### src/rtl/enemy_spawn_receiver_pkg.sv
// Shared game-state codes, slot lifecycle encoding and widths for the
// enemy spawn receiver slice.
package enemy_spawn_receiver_pkg;

  localparam logic [2:0] GAME_STATE_IDLE     = 3'd0;
  localparam logic [2:0] GAME_STATE_PLAY     = 3'd1;
  localparam int         DEFAULT_NBR_ENEMIES = 8;
  localparam int         KILL_W              = 8;

  typedef enum logic [1:0] {
    SLOT_IDLE    = 2'd0,
    SLOT_PENDING = 2'd1,
    SLOT_ACTIVE  = 2'd2,
    SLOT_EXPLODE = 2'd3
  } slot_state_e;

endpackage

### src/rtl/enemy_spawn_receiver_if.sv
// Spawn tick / hit request bus into the receiver and the per-slot enemy
// status coming back to the renderer, collision and score logic.
interface enemy_spawn_receiver_if
  import enemy_spawn_receiver_pkg::*;
#(
  parameter int NBR_ENEMIES = DEFAULT_NBR_ENEMIES,
  parameter int Y_WIDTH     = 10
);
  logic [NBR_ENEMIES-1:0]         tick;
  logic [NBR_ENEMIES-1:0]         hit;
  logic [NBR_ENEMIES-1:0]         active;
  logic [NBR_ENEMIES-1:0]         exploding;
  logic [NBR_ENEMIES-1:0]         escape;
  logic [NBR_ENEMIES*Y_WIDTH-1:0] enemy_y;
  logic [KILL_W-1:0]              kill_cnt;

  modport master (
    output tick, hit,
    input  active, exploding, escape, enemy_y, kill_cnt
  );

  modport slave (
    input  tick, hit,
    output active, exploding, escape, enemy_y, kill_cnt
  );
endinterface

### src/rtl/enemy_spawn_receiver_slot.sv
// One enemy slot: spawn request latch, per-frame descent, explosion timer
// and escape detection at the bottom of the screen.
module enemy_spawn_receiver_slot
  import enemy_spawn_receiver_pkg::*;
#(
  parameter int Y_WIDTH        = 10,
  parameter int Y_START        = 0,
  parameter int Y_LIMIT        = 480,
  parameter int SPEED          = 1,
  parameter int EXPLODE_FRAMES = 8
) (
  input  logic               clk,
  input  logic               rst,
  input  logic               enb,
  input  logic               frame,
  input  logic               play,
  input  logic               tick,
  input  logic               hit,
  output logic               active,
  output logic               exploding,
  output logic               escape,
  output logic               kill,
  output logic [Y_WIDTH-1:0] y
);

  localparam int CNT_W = (EXPLODE_FRAMES > 1) ? $clog2(EXPLODE_FRAMES) : 1;

  slot_state_e        st_q;
  logic [Y_WIDTH-1:0] y_q;
  logic [CNT_W-1:0]   cnt_q;
  logic               esc_q;
  logic [Y_WIDTH:0]   y_next;

  // One spare bit so the limit compare cannot be fooled by wrap-around.
  assign y_next = {1'b0, y_q} + (Y_WIDTH+1)'(SPEED);

  always_ff @(posedge clk or negedge rst) begin
    if (!rst) begin
      st_q  <= SLOT_IDLE;
      y_q   <= '0;
      cnt_q <= '0;
      esc_q <= 1'b0;
    end else if (enb) begin
      esc_q <= 1'b0;
      if (!play) begin
        st_q <= SLOT_IDLE;
      end else begin
        case (st_q)
          SLOT_IDLE: begin
            if (tick) st_q <= SLOT_PENDING;
          end
          SLOT_PENDING: begin
            if (frame) begin
              st_q <= SLOT_ACTIVE;
              y_q  <= Y_WIDTH'(Y_START);
            end
          end
          SLOT_ACTIVE: begin
            if (hit) begin
              st_q  <= SLOT_EXPLODE;
              cnt_q <= CNT_W'(EXPLODE_FRAMES - 1);
            end else if (frame) begin
              if (y_next >= (Y_WIDTH+1)'(Y_LIMIT)) begin
                st_q  <= SLOT_IDLE;
                esc_q <= 1'b1;
              end else begin
                y_q <= y_next[Y_WIDTH-1:0];
              end
            end
          end
          SLOT_EXPLODE: begin
            if (frame) begin
              if (cnt_q == '0) st_q <= SLOT_IDLE;
              else             cnt_q <= cnt_q - 1'b1;
            end
          end
          default: st_q <= SLOT_IDLE;
        endcase
      end
    end
  end

  assign active    = (st_q == SLOT_ACTIVE);
  assign exploding = (st_q == SLOT_EXPLODE);
  assign escape    = esc_q & enb;
  assign kill      = enb & play & hit & (st_q == SLOT_ACTIVE);
  assign y         = y_q;

endmodule

### src/rtl/enemy_spawn_receiver.sv
// Consumer of the per-lane spawn tick bus: one enemy slot per lane plus the
// shared saturating kill counter and packed y output.
module enemy_spawn_receiver
  import enemy_spawn_receiver_pkg::*;
#(
  parameter int NBR_ENEMIES    = DEFAULT_NBR_ENEMIES,
  parameter int Y_WIDTH        = 10,
  parameter int Y_START        = 0,
  parameter int Y_LIMIT        = 480,
  parameter int SPEED          = 1,
  parameter int EXPLODE_FRAMES = 8
) (
  input  logic                   clk,
  input  logic                   rst,
  input  logic                   enb,
  input  logic                   pixel_0_line_0,
  input  logic [2:0]             state,
  enemy_spawn_receiver_if.slave  bus
);

  localparam int CW = $clog2(NBR_ENEMIES + 1);

  logic                           frame;
  logic                           play;
  logic [NBR_ENEMIES-1:0]         active_v;
  logic [NBR_ENEMIES-1:0]         exploding_v;
  logic [NBR_ENEMIES-1:0]         escape_v;
  logic [NBR_ENEMIES-1:0]         kill_v;
  logic [NBR_ENEMIES*Y_WIDTH-1:0] y_v;
  logic [CW-1:0]                  hit_cnt;
  logic [KILL_W-1:0]              kill_cnt_q;

  function automatic logic [KILL_W-1:0] sat_add(input logic [KILL_W-1:0] a,
                                                input logic [CW-1:0]     b);
    logic [KILL_W:0] s;
    s = {1'b0, a} + (KILL_W+1)'(b);
    return s[KILL_W] ? {KILL_W{1'b1}} : s[KILL_W-1:0];
  endfunction

  assign frame = pixel_0_line_0 & enb;
  assign play  = (state == GAME_STATE_PLAY);

  for (genvar i = 0; i < NBR_ENEMIES; i++) begin : g_slot
    enemy_spawn_receiver_slot #(
      .Y_WIDTH        (Y_WIDTH),
      .Y_START        (Y_START),
      .Y_LIMIT        (Y_LIMIT),
      .SPEED          (SPEED),
      .EXPLODE_FRAMES (EXPLODE_FRAMES)
    ) u_slot (
      .clk       (clk),
      .rst       (rst),
      .enb       (enb),
      .frame     (frame),
      .play      (play),
      .tick      (bus.tick[i]),
      .hit       (bus.hit[i]),
      .active    (active_v[i]),
      .exploding (exploding_v[i]),
      .escape    (escape_v[i]),
      .kill      (kill_v[i]),
      .y         (y_v[i*Y_WIDTH +: Y_WIDTH])
    );
  end

  always_comb begin
    hit_cnt = '0;
    for (int i = 0; i < NBR_ENEMIES; i++) hit_cnt = hit_cnt + CW'(kill_v[i]);
  end

  always_ff @(posedge clk or negedge rst) begin
    if (!rst) begin
      kill_cnt_q <= '0;
    end else if (enb) begin
      if (state == GAME_STATE_IDLE) kill_cnt_q <= '0;
      else                          kill_cnt_q <= sat_add(kill_cnt_q, hit_cnt);
    end
  end

  assign bus.active    = active_v;
  assign bus.exploding = exploding_v;
  assign bus.escape    = escape_v;
  assign bus.enemy_y   = y_v;
  assign bus.kill_cnt  = kill_cnt_q;

endmodule

### src/flat_wrapper.sv
// flat-port wrapper written by rule: the top's interface ports become plain ports
module enemy_spawn_receiver_flat import enemy_spawn_receiver_pkg::*;
#(
  parameter int NBR_ENEMIES    = DEFAULT_NBR_ENEMIES,
  parameter int Y_WIDTH        = 10,
  parameter int Y_START        = 0,
  parameter int Y_LIMIT        = 480,
  parameter int SPEED          = 1,
  parameter int EXPLODE_FRAMES = 8
)
  (clk, rst, enb, pixel_0_line_0, state, bus_tick, bus_hit, bus_active, bus_exploding, bus_escape, bus_enemy_y, bus_kill_cnt);
  enemy_spawn_receiver_if #(.NBR_ENEMIES(NBR_ENEMIES), .Y_WIDTH(Y_WIDTH)) bus_i ();
  input  logic clk;
  input  logic rst;
  input  logic enb;
  input  logic pixel_0_line_0;
  input  logic [2:0] state;
  input wire logic [$bits(bus_i.tick)-1:0] bus_tick;
  input wire logic [$bits(bus_i.hit)-1:0] bus_hit;
  output wire logic [$bits(bus_i.active)-1:0] bus_active;
  output wire logic [$bits(bus_i.exploding)-1:0] bus_exploding;
  output wire logic [$bits(bus_i.escape)-1:0] bus_escape;
  output wire logic [$bits(bus_i.enemy_y)-1:0] bus_enemy_y;
  output wire logic [$bits(bus_i.kill_cnt)-1:0] bus_kill_cnt;
  assign bus_i.tick = bus_tick;
  assign bus_i.hit = bus_hit;
  assign bus_active = bus_i.active;
  assign bus_exploding = bus_i.exploding;
  assign bus_escape = bus_i.escape;
  assign bus_enemy_y = bus_i.enemy_y;
  assign bus_kill_cnt = bus_i.kill_cnt;
  enemy_spawn_receiver #(.NBR_ENEMIES(NBR_ENEMIES), .Y_WIDTH(Y_WIDTH), .Y_START(Y_START), .Y_LIMIT(Y_LIMIT), .SPEED(SPEED), .EXPLODE_FRAMES(EXPLODE_FRAMES)) u_core (.clk(clk), .rst(rst), .enb(enb), .pixel_0_line_0(pixel_0_line_0), .state(state), .bus(bus_i));
endmodule
### config.mk
export PLATFORM = sky130hd
export DESIGN_NAME = enemy_spawn_receiver_flat
export DESIGN_NICKNAME = d
export VERILOG_FILES = /design/src/rtl/enemy_spawn_receiver_pkg.sv /design/src/rtl/enemy_spawn_receiver_if.sv /design/src/rtl/enemy_spawn_receiver_slot.sv /design/src/rtl/enemy_spawn_receiver.sv /design/src/flat_wrapper.sv
export SDC_FILE = /design/constraint.sdc
export NUM_CORES = 1
export LEC_CHECK = 0
export BUFFER_PORTS_ARGS = -buffer_cell sky130_fd_sc_hd__buf_2
export CAP_MARGIN = 15
export CORE_MARGIN = 8
export CORE_UTILIZATION = 35
export CTS_CLUSTER_DIAMETER = 30
export CTS_CLUSTER_SIZE = 20
export DETAILED_ROUTE_END_ITERATION = 10
export SLEW_MARGIN = 20
export SYNTH_ARGS = -nofsm -noshare
export SYNTH_HDL_FRONTEND = slang
export SYNTH_SLANG_ARGS = --single-unit
### constraint.sdc
create_clock -name clk -period 9.5 [get_ports clk]
set_input_delay 0.475 -clock clk [delete_from_list [all_inputs] [get_ports clk]]
set_output_delay 0.475 -clock clk [all_outputs]
set_load 0.1 [all_outputs]
==> metrics.md, run 1 <==
| Metric | Value |
|---|---|
| Vias in the first global route | 8,010 |
| Setup Viol. Count Final | 0 |
| H-tree levels | 4 |
| Post-CTS sizing | 0 |
| Num ports | 135 |
| Metal-1 WL | 12,020 µm |
| Xor/xnor share of the synthesized area | 0.2906% |
| Core area | 0.02569 mm² |
| CTS tree | yes |
| Top FF cell, synth | dfrtp_1 |
| Largest net degree at the start of global routing | 86 |
| Layout net count | 1,192 |
| Row count | 59 |
| Min Tclk post-route | 6166 ps |
| Worst reg2reg startpoint | u_core.g_slot[1].u_slot.st_q[0] |
| Leak | 0.004566 µW |
| Simple-gate area share of the yosys netlist | 23.10% |
| Largest fanout on the critical path | 27 |
| Grt total ovfl | 0 |
| Syn-to-layout area delta | 14.03% |
| P per Cell Area | 137.0 mW/mm² |
| Data arrival, critical path | 6470 ps |
| Layout Cells excl Fill | 1,476 |
| Final core utilization | 40.13% |
| Slew Viols, Final | 0 |
| Met2 wire len | 11,920 µm |
| Status | finished clean |
| Worst min-delay path category | in -> async |
| CTS Buf Count | 17 |
| Tot GR Track Use | 16.59% |
| Drt initial violations | 592 |
| Die area | 0.03123 mm² |
| Max-slew headroom | 41.14% |
| DR pass1 iterations | 5 |
| Clock Latency Late Sink | 420 ps |
| Antenna viol nets, final | 0 |
| CTS max path bufs | 2 |
| Routability cong. | 0.8379 |
| Yosys warning count | 0 |
| Via count | 8,465 |
| Critical path class | in -> reg |
| Ant diodes | 0 |
| Clock net sink count | 136 |
| WL final | 26,040 µm |
| Layout cells sized above 1 | 17.18% |
| Unrepaired setup endpoints after global routing | no |
| Worst clock skew | 8.319 ps |
| Die width | 176.7 µm |
| Port Buffers | 134 |
| R2R depth | 19 |
| Worst VDD drop | 95.84 µV |
| FILL cells | 2,587 |
| Final hold vios | 0 |
| Die height | 176.7 µm |
| Largest family of logic cells by synthesized area | compound AO/OA/AOI/OAI gates |
| Worst reg2reg path endpoint | u_core.bus.kill_cnt[5] |
| Highest Signal Layer | met4 |
| DR WL met3 | 1575 µm |
| Synth Instances | 1,044 |
| Clock-pin slew on the worst setup and hold paths | 60 ps |
| # hold bufs at CTS | 0 |
| Net count after synthesis | 1,103 |
| Synthesized area | 0.009041 mm² |
| Design Power | 1412 µW |
| CTS Root Cell | clkbuf_16 |
| Initial antenna violation count | 0 |
| Top cells by area, synth | dfrtp_1, ha_1, nand2_1, nand3_1, o21ai_0 |
| Dominant cell by count in the synthesized netlist | dfrtp_1 |
| Mux cell area share after synthesis | 1.370% |
| Distinct cells, synth | 85 |
| Top cell type's share of synthesized area | 37.64% |
| Setup TNS Final | 0 ps |
| Post-CTS Setup Repair Bufs | 0 |
| Register area | 0.003403 mm² |
| FF+latch count, synth | 136 |
| Compound-cell area share of the yosys netlist | 25.48% |
| Tcrit/Tclk final | 64.90% |
| Number of synthesized flops with an enable pin | 0 |
| Avg Vias per Cell | 5.735 |
| Worst Setup End Kind | flip-flop |
| CP Launch Type | input port |
| Worst-margin pin slew | 881.1 ps |
| Area of the multi-input gates | 0.005030 mm² |
| Max_cap viols | 0 |
| Residual DRC | 0 |
| Avg Cell Area, Syn | 8.660 µm² |
| Post-Synth Adder-Cell Area | 5.397% |
| Post-synthesis sequential area ratio | 37.64% |
| Worst EP required | 9810 ps |
| Global-route wire length before repair | 42,280 µm |
| R2r setup slk | 4480 ps |
| Fmax | 162.2 MHz |
| Initial core utilization | 35.19% |
| Ys async rst share | 100.0% |
| WL/cell | 17.64 µm |
| DP HPWL | 18,450 µm |
| Post-synth top area cell | dfrtp_1 |
| Placed cells | 1,449 |
| Synth top cells by count | dfrtp_1, nand2_1, nand3_1, inv_1, o21ai_0 |
-- report_power, final --
group          switching (µW)  total [µW]  leakage (µW)  internal [µW]
combinational             153         197       0.00250           44.1
clock                     239         591      0.000252            352
sequential               26.5         624       0.00181            598
-- kinds of logic (layout without fill, tap and decap cells) --
kind of cell | after synthesis | in the layout
buffers and inverters | 130 | 227
adders and majority gates | 36 | 36
DFF | 136 | 136
and+or+nand+nor | 396 | 396
AOI/OAI and AO/OA | 331 | 331
xor gates and xnor gates | 3 | 3
muxes | 12 | 12
-- worst max path at each step --
stage / from / end / cells after the start
3_5_place_dp: enb / u_core.bus.kill_cnt[5] / 20
4_1_cts: enb / u_core.bus.kill_cnt[5] / 20
5_1_grt: enb / u_core.bus.kill_cnt[5] / 20
6_report: enb / u_core.bus.kill_cnt[5] / 20
3_3_place_gp: enb / u_core.bus.kill_cnt[5] / 20
2_1_floorplan: state[1] / u_core.bus.kill_cnt[5] / 20
-- metrics by stage --
step           hold slack (ps)  setup slack, ps  instance area [µm²]
6_report                 111.4             3334                10310
5_1_grt                  181.8             2871                10310
4_1_cts                  155.7             3288                10310
3_5_place_dp             460.7             2873                 9799
3_3_place_gp             455.4             3087                 9799
2_1_floorplan            179.4             4239                 9041
-- metal layers --
layer,up-vias,GRT usage [%]
li1,4079,-
met1,4120,22.04
met2,234,25.77
met3,32,4.246
met4,0,5.814
met5,-,0
-- registers in the layout, summed over array words and instances, names as in the netlist --
name,cells
u_core.bus.kill_cnt,8
u_core.g_slot.u_slot.cnt_q,24
u_core.g_slot.u_slot.esc_q,8
u_core.g_slot.u_slot.st_q,16
u_core.g_slot.u_slot.y,80
-- final cells by class --
class	count	area share, %
sequential	136	33.01
multi-input combinational	778	48.79
inverter	60	2.184
tap	335	4.066
clock buffer	23	4.733
timing repair buffer	140	7.002
clock inverter	4	0.2184
-- critical path, cell delays in order --
cell and delay [ps]:
buf_2 420, clkinv_1 700, nor2_1 820, and3_1 350, ha_1 260, inv_1 80, fa_1 410, fa_1 550
inv_1 60, fa_1 430, inv_1 80, fa_1 450, inv_1 80, ha_1 210, a21o_1 180, a21oi_1 210
nor2b_1 90, o21ai_0 250, o22ai_1 120, a22o_1 240
-- placed cells by master (no fill, tap or decap), types with 10 or more instances in the layout --
cell type	count
a21o_1	12
a21oi_1	56
a31oi_1	27
and2_1	20
and3_1	27
buf_2	133
clkbuf_16	17
dfrtp_1	136
ha_1	31
inv_1	59
nand2_1	95
nand2b_1	14
nand3_1	63
nand4_1	13
nor2_1	49
nor2b_1	16
nor3_1	26
nor4_1	10
o211ai_1	17
o21ai_0	58
o311ai_0	16
o31ai_1	32
o41ai_1	10
or3_1	15
(Power assumes the default switching activity.)
==> run 2: changes to the inputs <==
--- a/config.mk
+++ b/config.mk
@@ -5,6 +5,7 @@
 export SDC_FILE = /design/constraint.sdc
 export NUM_CORES = 1
 export LEC_CHECK = 0
+export ABC_AREA = 1
 export BUFFER_PORTS_ARGS = -buffer_cell sky130_fd_sc_hd__buf_2
 export CAP_MARGIN = 15
 export CORE_MARGIN = 8
==> constraint.sdc (replaced) <==
create_clock -name clk -period 5.3 [get_ports clk]
set_input_delay 0.265 -clock clk [delete_from_list [all_inputs] [get_ports clk]]
set_output_delay 0.265 -clock clk [all_outputs]
set_load 0.1 [all_outputs]
==> metrics.md, run 2 <==
| Metric | Value |
|---|---|
| Port Buffers | 134 (unchanged) |
| Worst EP required | 5590 ps (was 9810 ps) |
| Initial core utilization | 35.51% (was 35.19%) |
| Max_cap viols | 0 (unchanged) |
| Die width | 180.9 µm (was 176.7 µm) |
| Largest delay share family, worst path | adder cells (unchanged) |
| WL final | 23,550 µm (was 26,040 µm) |
| Distinct cells, synth | 47 (was 85) |
| WL/cell | 13.12 µm (was 17.64 µm) |
| Clock-pin slew on the worst setup and hold paths | 60 ps (about the same) |
| DR pass1 iterations | 5 (unchanged) |
| Max-slew headroom | 47.09% (was 41.14%) |
| CP Launch Point | u_core.g_slot[0].u_slot.st_q[0] (was enb) |
| Die area | 0.03272 mm² (was 0.03123 mm²) |
| DP HPWL | 17,340 µm (was 18,450 µm) |
| Register area | 0.003403 mm² (unchanged) |
| Setup TNS Final | 0 ps (unchanged) |
| Most frequent cells in the layout | nand2_1, inv_1, nor2_1 (was dfrtp_1, buf_2, nand2_1) |
| Residual DRC | 0 (unchanged) |
| Tot GR Track Use | 14.59% (was 16.59%) |
| Top cells by area, synth | dfrtp_1, nand2_1, inv_1, nand3_1, nor2_1 (was dfrtp_1, ha_1, nand2_1, nand3_1, o21ai_0) |
| Grt total ovfl | 0 (unchanged) |
| Largest net degree at the start of global routing | 82 (was 86) |
| Largest fanout on the critical path | 9 (was 27) |
| CTS tree | yes (unchanged) |
| Fmax | 205.8 MHz |
| H-tree levels | 4 (unchanged) |
| Post-CTS sizing | 0 (unchanged) |
| Yosys warning count | 0 (unchanged) |
| Num ports | 135 (unchanged) |
| Data arrival, critical path | 5150 ps (was 6470 ps) |
| Slew Viols, Final | 0 (unchanged) |
| Clock net sink count | 136 (unchanged) |
| DP Worst Slack | 331.0 ps (was 2873 ps) |
| Status | finished clean (unchanged) |
| Initial antenna violation count | 1 (was 0) |
| Leak | 0.005437 µW (was 0.004566 µW) |
| Critical path's slowest cell | fa_1 (was nor2_1) |
| Synth top cells by count | nand2_1, inv_1, nor2_1, dfrtp_1, nand3_1 (was dfrtp_1, nand2_1, nand3_1, inv_1, o21ai_0) |
| Tcrit/Tclk final | 91.66% |
| CP Cell Sequence | nor2_8 -> inv_2 -> nor2_1 -> inv_1 -> nor2_1 -> ha_1 -> inv_1 -> fa_1 -> fa_1 -> inv_1 -> fa_1 -> inv_1 -> fa_1 -> fa_1 -> inv_1 -> a31oi_1 -> inv_1 -> nand2_1 -> nor2_1 -> nor2_1 -> o21ai_0 -> o21ai_0 (was buf_2 -> clkinv_1 -> nor2_1 -> and3_1 -> ha_1 -> inv_1 -> fa_1 -> fa_1 -> inv_1 -> fa_1 -> inv_1 -> fa_1 -> inv_1 -> ha_1 -> a21o_1 -> a21oi_1 -> nor2b_1 -> o21ai_0 -> o22ai_1 -> a22o_1) |
| Layout cells sized above 1 | 22.44% (was 17.18%) |
| Max FFs per register | 80 (unchanged) |
| Avg Vias per Cell | 4.702 (was 5.735) |
| Post-synthesis sequential area ratio | 35.76% (was 37.64%) |
| CTS Buf Count | 17 (unchanged) |
| Post-synth top area cell | dfrtp_1 (unchanged) |
| WP buf/inv | 7 (was 6) |
| Syn-to-layout area delta | 15.15% (was 14.03%) |
| Critical path class | reg -> reg (was in -> reg) |
| Worst Setup End Kind | flip-flop (unchanged) |
| Via count | 8,435 (was 8,465) |
| Global-route wire length before repair | 39,980 µm (was 42,280 µm) |
| CTS Root Cell | clkbuf_16 (unchanged) |
| Worst-margin pin slew | 793.7 ps (was 881.1 ps) |
| Vias in the first global route | 8,236 (was 8,010) |
| Avg Cell Area, Syn | 7.166 µm² (was 8.660 µm²) |
| Clock Latency Late Sink | 420 ps (about the same) |
| CTS max path bufs | 2 (unchanged) |
| Core area | 0.02680 mm² (was 0.02569 mm²) |
| Dominant cell by count in the synthesized netlist | nand2_1 (was dfrtp_1) |
| FILL cells | 2,770 (was 2,587) |
| CP Launch Type | flip-flop (was input port) |
| Ant diodes | 0 (unchanged) |
| Commonest non-fill, non-tap cell in the layout | nand2_1 (was dfrtp_1) |
| Unrepaired setup endpoints after global routing | no (unchanged) |
| Area of the multi-input gates | 0.005039 mm² (was 0.005030 mm²) |
| Worst Setup Slack, final | 441.8 ps (was 3334 ps) |
| Final hold vios | 0 (unchanged) |
| Worst min-delay path category | in -> reg (was in -> async) |
| Synth Instances | 1,328 (was 1,044) |
| Setup Viol. Count Final | 0 (unchanged) |
| P per Cell Area | 257.7 mW/mm² (was 137.0 mW/mm²) |
| Top cell type's share of synthesized area | 35.76% (was 37.64%) |
| Drt initial violations | 443 (was 592) |
| Worst VDD drop | 161.3 µV (was 95.84 µV) |
| Ys async rst share | 100.0% (unchanged) |
| Die height | 180.9 µm (was 176.7 µm) |
| FF+latch count, synth | 136 (unchanged) |
| Row count | 60 (was 59) |
| Worst clock skew | 13.86 ps (was 8.319 ps) |
| Number of synthesized flops with an enable pin | 0 (unchanged) |
| Synthesized area | 0.009517 mm² (was 0.009041 mm²) |
| Worst reg2reg startpoint | u_core.g_slot[0].u_slot.st_q[0] (was u_core.g_slot[1].u_slot.st_q[0]) |
| Layout net count | 1,499 (was 1,192) |
| Top cell by count, worst path | inv_1 |
| CP max stage delay | 540 ps (was 820 ps) |
| Min Tclk post-route | 4858 ps |
| Routability cong. | 0.8356 (was 0.8379) |
| Antenna viol nets, final | 0 (unchanged) |
| Top FF cell, synth | dfrtp_1 (unchanged) |
| Net count after synthesis | 1,387 (was 1,103) |
| Hold Startpoint | bus_hit[2] |
-- run 2: area by class of cell --
| class | count | area share [%] |
|---|---|---|
| Multi-Input combinational cell | 953 | 45.98 |
| Sequential cell | 136 | 31.06 |
| Timing Repair Buffer | 140 | 6.611 |
| Inverter | 192 | 6.577 |
| Clock buffer | 19 | 4.133 |
| Tap cell | 341 | 3.894 |
| Clock inverter | 13 | 1.747 |
-- run 2: power breakdown --
group | switching [µW] | internal, µW | total (µW)
sequential | 45.1 | 1070 | 1120
clock | 502 | 821 | 1320
combinational | 310 | 73.7 | 384
-- run 2: timing repair --
item,in CTS,in global routing
endpoints found under the hold margin,80,0
hold buffers,1,0
buffers inserted,0,0
-- run 2: worst paths after layout --
kind,end,slack [ps],depth (start not counted)
max reg2reg,u_core.bus.kill_cnt[6],440,22
min reg2reg,u_core.g_slot[6].u_slot.cnt_q[0],470,1
max,u_core.bus.kill_cnt[6],440,22
min in group asynchronous,u_core.g_slot[3].u_slot.y[2],470,2
max in group asynchronous,u_core.g_slot[2].u_slot.st_q[0],3560,3
min,u_core.g_slot[2].u_slot.esc_q,200,4
-- run 2: cells by family (layout without fill, tap and decap cells) --
group,Yosys count,count (layout),synth area share (%)
AOI/OAI and AO/OA,178,178,12.14
xor gates and xnor gates,8,8,0.8152
adders and majority gates,36,36,5.128
buffers and inverters,239,364,11.29
DFF,136,136,35.76
and+or+nand+nor,731,731,34.87
-- run 2: per-stage QoR --
stage                     hold WS (ps)  power, µW  cells  instance area [µm²]  utilization [%]
after floorplan                 -30.59       1424   1328                 9517                -
after global placement           388.9       1521   1761                10300            38.45
after detailed placement         387.7       1526   1761                10300            38.45
after CTS                        195.8       2868   1794                10960            40.89
after global routing             235.6       2945   1794                10960            40.89
final                            202.3       2824   1794                10960            40.89
-- run 2: per-layer routing --
layer,vias to the layer above,global-route usage [%],routed length (µm)
li1,4409,-,-
met1,3859,18.85,11400
met2,150,24.33,10900
met3,15,3.190,974
met4,2,3.737,264
met5,-,0,8
-- run 2: tightest hold or removal path: cells and delay by family --
| kind | cells | cell delay, ps |
|---|---|---|
| buffers and inverters | 1 | 110 |
| AND/OR/NAND/NOR | 2 | 110 |
| AO/OA/AOI/OAI | 1 | 80 |
==> run 3: changes to the inputs <==
==> constraint.sdc (replaced) <==
create_clock -name clk -period 4.2 [get_ports clk]
set_input_delay 0.21 -clock clk [delete_from_list [all_inputs] [get_ports clk]]
set_output_delay 0.21 -clock clk [all_outputs]
set_load 0.1 [all_outputs]
==> metrics.md, run 3 (synthesis results as in run 2) <==
| Metric | Value |
|---|---|
| Status | finished clean (unchanged) |
| Core area | 0.02680 mm² (unchanged) |
| Layout net count | 1,533 (was 1,499) |
| Final hold vios | 0 (unchanged) |
| P per Cell Area | 309.2 mW/mm² (was 257.7 mW/mm²) |
| Hold Startpoint | bus_hit[2] (unchanged) |
| Ant diodes | 0 (unchanged) |
| WL final | 24,510 µm (was 23,550 µm) |
| Largest fanout on the critical path | 2 (was 9) |
| Clock net sink count | 136 (unchanged) |
| Antenna viol nets, final | 0 (unchanged) |
| DP Worst Slack | -237.6 ps (was 331.0 ps) |
| Layout cells sized above 1 | 26.46% (was 22.44%) |
| Switch share | 30.16% (was 30.36%) |
| CTS max path bufs | 2 (unchanged) |
| Worst reg2reg startpoint | u_core.g_slot[0].u_slot.st_q[1] (was u_core.g_slot[0].u_slot.st_q[0]) |
| CTS Buf Count | 17 (unchanged) |
| WL/cell | 13.42 µm (was 13.12 µm) |
| Largest delay share family, worst path | adder cells (unchanged) |
| Min Tclk post-route | 4169 ps (was 4858 ps) |
| Worst reg2reg path endpoint | u_core.bus.kill_cnt[6] (unchanged) |
| Data arrival, critical path | 4510 ps (was 5150 ps) |
| Sw Pwr | 1055 µW (was 857.6 µW) |
| Port Buffers | 134 (unchanged) |
| Worst clock skew | 10.80 ps (was 13.86 ps) |
| Unrepaired setup endpoints after global routing | yes (was no) |
| R2R depth | 24 (was 22) |
| Most frequent cells in the layout | nand2_1, inv_1, nor2_1 (unchanged) |
| Initial antenna violation count | 0 (was 1) |
| Vias in the first global route | 8,438 (was 8,236) |
| Syn-to-layout area delta | 18.85% (was 15.15%) |
| Tot GR Track Use | 15.12% (was 14.59%) |
| Max FFs per register | 80 (unchanged) |
| H-tree levels | 4 (unchanged) |
| Leak | 0.005574 µW (was 0.005437 µW) |
| Die height | 180.9 µm (unchanged) |
| DP HPWL | 17,570 µm (was 17,340 µm) |
| Worst Setup Slack, final | 31.34 ps (was 441.8 ps) |
| Global-route wire length before repair | 41,440 µm (was 39,980 µm) |
| Commonest non-fill, non-tap cell in the layout | nand2_1 (unchanged) |
| Pint | 2443 µW (was 1967 µW) |
| Largest net degree at the start of global routing | 89 (was 82) |
| Routability cong. | 0.8323 (was 0.8356) |
| Residual DRC | 0 (unchanged) |
| Worst Setup End Kind | flip-flop (unchanged) |
| Avg Vias per Cell | 4.733 (was 4.702) |
| Endpoint, Worst Hold | u_core.g_slot[2].u_slot.esc_q (unchanged) |
| DR pass1 iterations | 4 (was 5) |
| Grt total ovfl | 0 (unchanged) |
| CP Launch Type | flip-flop (unchanged) |
| Row count | 60 (unchanged) |
| Num ports | 135 (unchanged) |
| Slew Viols, Final | 0 (unchanged) |
| Die area | 0.03272 mm² (unchanged) |
| Clock power share | 45.4% (was 46.9%) |
| CP max stage delay | 530 ps (was 540 ps) |
| Tcrit/Tclk final | 99.25% (was 91.66%) |
| Comb pwr share | 14.3% (was 13.6%) |
| Reg power frac | 40.2% (was 39.6%) |
| Top cell by count, worst path | inv_2 (was inv_1) |
| Die width | 180.9 µm (unchanged) |
| FILL cells | 2,750 (was 2,770) |
| R2r setup slk | 30 ps (was 440 ps) |
| Setup TNS Final | 0 ps (unchanged) |
| CTS tree | yes (unchanged) |
| Setup Viol. Count Final | 0 (unchanged) |
| Fmax | 239.9 MHz (was 205.8 MHz) |
| Hold Path Depth | 4 (unchanged) |
| Layout Cells excl Fill | 1,826 (was 1,794) |
| Worst-margin pin slew | 900.8 ps (was 793.7 ps) |
| Clock-pin slew on the worst setup and hold paths | 60 ps (about the same) |
| WP buf/inv | 8 (was 7) |
| Max-slew headroom | 39.95% (was 47.09%) |
| Via count | 8,643 (was 8,435) |
| Drt initial violations | 534 (was 443) |
| CTS Root Cell | clkbuf_16 (unchanged) |
| Critical path's slowest cell | fa_1 (unchanged) |
| Design Power | 3497 µW (was 2824 µW) |
| Max_cap viols | 0 (unchanged) |
| Worst VDD drop | 186.2 µV (was 161.3 µV) |
| CP Cell Sequence | inv_2 -> nor2_8 -> inv_2 -> nor2_2 -> inv_2 -> nor2_4 -> ha_4 -> inv_2 -> fa_1 -> fa_1 -> inv_2 -> fa_2 -> inv_2 -> fa_2 -> fa_2 -> inv_2 -> a31oi_4 -> inv_2 -> nand2_2 -> nor2_2 -> nand2_1 -> nand2_1 -> o21ai_1 -> o21ai_1 (was nor2_8 -> inv_2 -> nor2_1 -> inv_1 -> nor2_1 -> ha_1 -> inv_1 -> fa_1 -> fa_1 -> inv_1 -> fa_1 -> inv_1 -> fa_1 -> fa_1 -> inv_1 -> a31oi_1 -> inv_1 -> nand2_1 -> nor2_1 -> nor2_1 -> o21ai_0 -> o21ai_0) |
| Initial core utilization | 35.51% (unchanged) |
| Clock Latency Late Sink | 420 ps (about the same) |
| Worst min-delay path category | in -> reg (unchanged) |
| Placed cells | 1,787 (was 1,761) |
| Worst EP required | 4540 ps (was 5590 ps) |
| Critical path class | reg -> reg (unchanged) |
run 3: changes by cell type in the layout (fill, tap and decap cells not counted), sizes merged:
| cell | previous run | this run |
|---|---|---|
| buf | 139 | 173 |
| clkinvlp | 0 | 4 |
| inv | 194 | 191 |
| clkinv | 7 | 5 |
| clkbuf | 19 | 18 |
run 3: worst register-to-register path, cell delays in order (launching register included):
cell and delay, ps:
dfrtp_1 370, inv_2 70, nor2_8 110, inv_2 40, nor2_2 100, inv_2 60, nor2_4 120, ha_4 220
inv_2 40, fa_1 430, fa_1 530, inv_2 40, fa_2 350, inv_2 60, fa_2 450, fa_2 350
inv_2 90, a31oi_4 80, inv_2 80, nand2_2 70, nor2_2 140, nand2_1 70, nand2_1 60, o21ai_1 60
o21ai_1 90
run 3: layout make-up:
class                   count  area, µm²  area share [%]
repair buffers            174      983.4           8.695
inverters                 192      723.2           6.394
multi-input cells         953       5164           45.65
well taps                 341      426.7           3.772
clock inverters            12      177.7           1.571
flip-flops and latches    136       3407           30.12
clock buffers              18      429.2           3.794
run 3: power by group through the flow:
stage / Combinational, µW / Sequential [µW] / Clock [µW]
after CTS: 506 / 1410 / 1630
after floorplan: 180 / 1620 / 0
final: 502 / 1410 / 1590
after global placement: 499 / 1430 / 0
after global routing: 544 / 1410 / 1690
after detailed placement: 504 / 1430 / 0
run 3: repair_timing:
item	CTS	global route
endpoints found under the hold margin	86	0
endpoints found under the setup margin	1	8
buffers inserted	1	7
resized for setup	5	33
pin swaps	7	18
hold buffers	1	0
run 3: routing by layer:
layer | track usage (%) | vias up | wire (µm)
met2 | 26.33 | 149 | 11990
met4 | 4.299 | 0 | 286
met5 | 0 | - | 0
met3 | 2.788 | 21 | 1030
li1 | - | 4466 | -
met1 | 18.81 | 4007 | 11210
run 3: how the worst max path moves through the flow:
stage	from	end	slack, ps	cells past startpoint
2_1_floorplan	u_core.g_slot[1].u_slot.st_q[1]	u_core.bus.kill_cnt[7]	40	25
3_3_place_gp	state[1]	u_core.bus.kill_cnt[7]	-120	25
3_5_place_dp	state[1]	u_core.bus.kill_cnt[7]	-240	25
4_1_cts	u_core.g_slot[1].u_slot.st_q[1]	u_core.bus.kill_cnt[6]	-2	23
5_1_grt	u_core.g_slot[0].u_slot.st_q[1]	u_core.bus.kill_cnt[6]	-140	24
6_report	u_core.g_slot[0].u_slot.st_q[1]	u_core.bus.kill_cnt[6]	30	24
run 3: through the flow:
step	hold slack [ps]	util, %	cell area [µm²]
after floorplan	-85.59	-	9535
after global placement	382.0	39.23	10520
after detailed placement	380.5	39.23	10520
after CTS	78.68	41.59	11150
after global routing	117.8	42.20	11310
final	101.7	42.20	11310
